## config.mk

```make
export PLATFORM = sky130hd
export DESIGN_NAME = swan_theta_seq
export DESIGN_NICKNAME = d
export VERILOG_FILES = /design/src/rtl/swan_theta_seq.sv
export SDC_FILE = /design/constraint.sdc
export NUM_CORES = 1
export LEC_CHECK = 0
export CORE_MARGIN = 2
export CORE_UTILIZATION = 39
export DETAILED_ROUTE_END_ITERATION = 10
export MAX_ROUTING_LAYER = met4
export PLACE_DENSITY = 0.7
export SLEW_MARGIN = 30
export SYNTH_ARGS = -nofsm -noshare
export SYNTH_HDL_FRONTEND = slang
export SYNTH_HIERARCHICAL = 1
export SYNTH_SLANG_ARGS = --single-unit
```

## constraint.sdc

```tcl
create_clock -name clk -period 3.48 [get_ports clk]
set_clock_uncertainty 0.15 [all_clocks]
set_input_delay 0.522 -clock clk [delete_from_list [all_inputs] [get_ports clk]]
set_output_delay 0.522 -clock clk [all_outputs]
set_load 0.02 [all_outputs]
```

## src/rtl/swan_theta_seq.sv

```systemverilog
// SWAN theta diffusion sequencer: one shared 32-bit vartheta stage,
// applied to the left then right half of a 64-bit block per round.
//
// Ports (swan_theta_seq):
//   clk, rst_n              clock, async active-low reset
//   in_valid/in_ready       input block handshake
//   in_data, in_rounds      block ([0] = MSB) and round count
//   out_valid/out_ready     result handshake
//   out_data                result block (mirrors internal blk)
//   busy                    high whenever not IDLE
//
// Ports (vartheta):
//   x_i                     32-bit half-block in, [0] = MSB
//   y_o                     diffused half-block out

`timescale 1ns/1ps

module vartheta (
    input  logic [0:31] x_i,
    output logic [0:31] y_o
);

    // Byte-wise left rotations by 1, 6, 7 and 0 (byte 0 = MSB byte).
    assign y_o = {x_i[1:7],   x_i[0],
                  x_i[14:15], x_i[8:13],
                  x_i[23],    x_i[16:22],
                  x_i[24:31]};

endmodule

module swan_theta_seq #(
    parameter int BLOCK_SIZE = 64,
    parameter int SIDE_SIZE  = BLOCK_SIZE / 2,
    parameter int ROUNDS_W   = 4
) (
    input  logic                  clk,
    input  logic                  rst_n,
    input  logic                  in_valid,
    output logic                  in_ready,
    input  logic [0:BLOCK_SIZE-1] in_data,
    input  logic [ROUNDS_W-1:0]   in_rounds,
    output logic                  out_valid,
    input  logic                  out_ready,
    output logic [0:BLOCK_SIZE-1] out_data,
    output logic                  busy
);

    typedef enum logic [1:0] {
        IDLE,
        LEFT,
        RIGHT,
        DONE
    } state_t;

    state_t                  state_q;
    logic [0:BLOCK_SIZE-1]   blk_q;
    logic [ROUNDS_W-1:0]     cnt_q;
    logic                    in_ready_q;
    logic                    out_valid_q;
    logic                    busy_q;

    logic [0:SIDE_SIZE-1]    theta_in;
    logic [0:SIDE_SIZE-1]    theta_out;

    // Single shared stage; mux picks the half being worked on.
    assign theta_in = (state_q == RIGHT) ? blk_q[SIDE_SIZE:BLOCK_SIZE-1]
                                         : blk_q[0:SIDE_SIZE-1];

    vartheta u_theta (
        .x_i (theta_in),
        .y_o (theta_out)
    );

    // Handshake flags are registered alongside the state so they
    // are pure state decodes with no input-to-output path.
    always_ff @(posedge clk or negedge rst_n) begin
        if (!rst_n) begin
            state_q     <= IDLE;
            blk_q       <= '0;
            cnt_q       <= '0;
            in_ready_q  <= 1'b1;
            out_valid_q <= 1'b0;
            busy_q      <= 1'b0;
        end else begin
            unique case (state_q)
                IDLE: begin
                    if (in_valid) begin
                        blk_q      <= in_data;
                        cnt_q      <= in_rounds;
                        in_ready_q <= 1'b0;
                        busy_q     <= 1'b1;
                        if (in_rounds == '0) begin
                            state_q     <= DONE;
                            out_valid_q <= 1'b1;
                        end else begin
                            state_q <= LEFT;
                        end
                    end
                end
                LEFT: begin
                    blk_q[0:SIDE_SIZE-1] <= theta_out;
                    state_q              <= RIGHT;
                end
                RIGHT: begin
                    blk_q[SIDE_SIZE:BLOCK_SIZE-1] <= theta_out;
                    // Only reached with cnt_q >= 1, so no wrap.
                    cnt_q <= cnt_q - {{(ROUNDS_W-1){1'b0}}, 1'b1};
                    if (cnt_q == {{(ROUNDS_W-1){1'b0}}, 1'b1}) begin
                        state_q     <= DONE;
                        out_valid_q <= 1'b1;
                    end else begin
                        state_q <= LEFT;
                    end
                end
                DONE: begin
                    if (out_ready) begin
                        state_q     <= IDLE;
                        out_valid_q <= 1'b0;
                        in_ready_q  <= 1'b1;
                        busy_q      <= 1'b0;
                    end
                end
            endcase
        end
    end

    assign in_ready  = in_ready_q;
    assign out_valid = out_valid_q;
    assign busy      = busy_q;
    assign out_data  = blk_q;

endmodule

```

==> impl.org <==
** Clock network
- Once the clock tree was built, the resizer swapped 0 gates to a different size.
- H-tree depth :: 3
- Post-CTS Repair Setup Buffers :: 0
- Clock Tree Root :: clkbuf_8
- Count of clock tree sinks :: 73
- For the worst-skew pair, the clock arrives at the later sink with an insertion delay of 330 ps.
- Count of hold-fix buffers inserted at cts :: 0
- TritonCTS clock tree :: done
- CTS clk-pin slew, worst paths :: 80 ps
- Number of clock buffers inserted by TritonCTS :: 9
- CTS Buffer Depth :: 2

** Min path
- Worst hold-check path type :: in -> async

** Die
- In this run the count of I/O pins placed on the die edge is 139.
- The floorplan step defined a core boundary enclosing 10,280 µm².
- Initial Utilization :: 39.90%
- From bottom edge to top edge, the die measures 106.5 µm.
- Die footprint :: 11,350 µm²
- Measured along the x axis, the die boundary spans 106.5 µm.
- Rows :: 37

** Place
- Placer Congestion :: 0.7888
- DP HPWL :: 6395 µm
- Port-buffer cells :: 138
- Area post-placement :: 5293 µm²
- Placed instance count :: 620

** Timing
- Total count of hold-check failures in the final report :: 0
- Slew @ Worst Pin :: 658.5 ps
- The worst path uses 64.95% of the clock period.
- Setup repair after global routing missed its margin :: no
- Tightest slew margin relative to the limit :: 56.10%
- For the final routed database, the setup TNS stands at 0 ps.
- Setup violations remaining at the end of the flow were counted as 0.
- The count of pins over their slew limit was 0.
- Derived from the worst setup path, the maximum achievable clock frequency is 442.4 MHz.
- For the finished layout, the period the worst path requires is 2260 ps.

** Worst setup path
- The largest single stage delay on the critical path is 640 ps.
- Required time of the critical path :: 3530 ps
- The largest individual stage delay along the critical path comes from the cell dfrtp_1.
- At the worst endpoint, the arrival time is 2310 ps.
- Ordered cell list for the critical path :: and2b_4 -> buf_4 -> mux2_2 -> nand2_1 -> o21ai_1
- Maximum net fanout on the critical path :: 29
- The worst setup path is of the reg -> reg kind.
- STA classifies the critical path endpoint as a flip-flop.
- Startpoint class of the critical path :: flip-flop

** GRT
- Wire length of the first global-routing pass :: 15,080 µm
- Entering global routing, the biggest net connects 74 pins.
- Tot GR Track Use :: 17.21%
- For this run the aggregate overflow at the end of global routing stands at 0.
- Via count of the first global-routing pass :: 3,112
- Antenna violations before repair :: 0

** Finish
- Fillers :: 984
- Footprint of the flip-flops and latches :: 1828 µm²
- Non-filler cells, final :: 636
- The finished cells cover 5483 µm².
- Cells with a size suffix above 1 make up 11.40% of the layout.
- Synth-to-layout area growth :: 33.72%
- Number of nets in the final layout :: 569
- In the final layout, the multi-input gates occupy 1842 µm².
- 0 antenna diodes ended up in the layout.
- Final core utilization :: 53.35%

** Drt
- Across all layers, the routed design uses 3,100 vias.
- Once detail routing completed, the nets flagged for antenna violations numbered 0.
- The detailed router put a total of 4265 µm of wire on met1.
- Met2 Wirelength :: 4361 µm
- Post-DR wirelength/cell :: 14.40 µm
- Max layer used :: met4
- Final routed wirelength across all metal layers :: 9156 µm
- Wire segments on met3 add up to 406 µm in the final route.
- Dividing the detail-routed via count by the number of cells gives 4.874.
- The detailed router finished its first iteration with 142 violations.
- For this run, the detailed router's first-pass iteration total came to 4.
- In the routed design, unresolved DRC markers number 0.

** Logic synthesis
- Netlist area before placement :: 4100 µm²
- Synthesis inferred 73 register bits.
- When the netlist entered floorplanning its net count stood at 474.
- Seq/Total Area, Yosys :: 44.58%
- Cell taking the most area after synthesis :: dfrtp_1
- In this run the biggest area consumer among cell types represents 43.94% of the synthesized area.
- Mean Syn Cell Area :: 10.25 µm²
- Top area cells in the synthesized netlist :: dfrtp_1 (44%), mux2i_1 (16%), mux2_2 (8.2%), o21ai_1 (7.2%), buf_4 (6.4%)
- Number of warnings reported in the yosys synthesis log :: 6
- The netlist uses 31 different library cells.
- Number of cells produced by synthesis :: 400

** Power and ir drop
- P_leak :: 2.150 nW
- Across the VDD grid, the largest voltage drop is 395.5 µV.
- Power per Cell Area :: 947.3 nW/µm²
- The design draws 5.194 mW.

** Outcome
- Outcome :: finished clean

** Flow run
- Max-cap check violation count :: 0
[synth_stat cells, drive strengths merged]
library cell  number
mux2              32
a211oi             3
nor2               5
nand3              1
nand2             70
ha                 2
clkbuf            12
mux2i             64
nor3               2
o21ai             68
nor3b              1
a311oi             1
or3                1
and2b              1
o31ai              1
dfstp              1
nor2b              3
inv                3
dfrtp             72
xor2               1
buf               47
nor4               1
nand2b             1
a21oi              6
o311ai             1
[final cells by class]
type,instances,area share [%]
clock buffers,10,2.328
clock inverters,6,1.073
inverters,3,0.2054
multi-input cells,265,33.59
flip-flops and latches,73,33.34
well taps,136,3.104
repair buffers,143,26.36
[sequential cells by signal, summed over array words and instances (netlist names)]
signal and cells:
out_valid 1, in_ready 1, cnt_q 4, busy 1
state_q 2, out_data 64
[per-layer routing]
| layer | track usage [%] | vias to the layer above |
|---|---|---|
| met5 | - | - |
| met4 | 6.030 | 0 |
| met3 | 2.575 | 9 |
| met2 | 26.74 | 90 |
| met1 | 23.09 | 1456 |
| li1 | - | 1545 |
[cell families (layout without fill, tap and decap cells)]
family	Yosys count	in the layout	synth area share [%]
mux	96	96	24.41
simple gates	86	86	9.155
compound gates	80	80	10.34
flops	73	73	44.58
buf+inv	62	162	10.68
fa+ha+maj	2	2	0.6102
xor+xnor	1	1	0.2136
[worst max-delay path, delay by kind of cell (launching register included)]
kind            cells  cell delay [ps]
flops               1              640
mux                 1              410
compound gates      1               70
buf+inv             1              370
simple gates        2              480
[metrics by stage]
step	hold slack, ps	worst slack [ps]
floorplan	76.41	1691
global placement	366.9	937.7
detailed placement	378.2	901.5
CTS	195.8	1186
global route	95.88	1057
finish	42.48	1220
[final timing paths]
kind / startpoint / slack (ps) / depth (start not counted) / end
setup / recovery: state_q[1]$_DFFE_PN0P_ / 1220 / 5 / out_data[16]$_DFFE_PN0P_
hold / removal: rst_n / 40 / 1 / out_data[18]$_DFFE_PN0P_
setup reg to reg: state_q[1]$_DFFE_PN0P_ / 1220 / 5 / out_data[16]$_DFFE_PN0P_
hold reg to reg: cnt_q[3]$_DFFE_PN0P_ / 390 / 1 / cnt_q[3]$_DFFE_PN0P_
max in group asynchronous: rst_n / 2670 / 1 / out_data[1]$_DFFE_PN0P_
min in group clk: cnt_q[3]$_DFFE_PN0P_ / 390 / 1 / cnt_q[3]$_DFFE_PN0P_
[cells in the final DEF (no fill, tap or decap), types with 4 or more instances in the layout]
master and n:
o21ai_1 59, a21oi_1 6, mux2_2 30, clkdlybuf4s50_1 137, dfrtp_1 72, nand2_1 70
clkbuf_8 9, clkinv_2 4, mux2i_1 64, o21ai_0 9, nor2_1 4
[power breakdown]
| group | leakage (nW) | total, mW | internal (mW) | switching, mW |
|---|---|---|---|---|
| Sequential | 0.907 | 1.61 | 1.27 | 0.342 |
| Clock | 0.0998 | 0.634 | 0.328 | 0.306 |
| Combinational | 1.14 | 2.95 | 1.44 | 1.52 |
No activity file was read; power rests on OpenSTA's default activity.
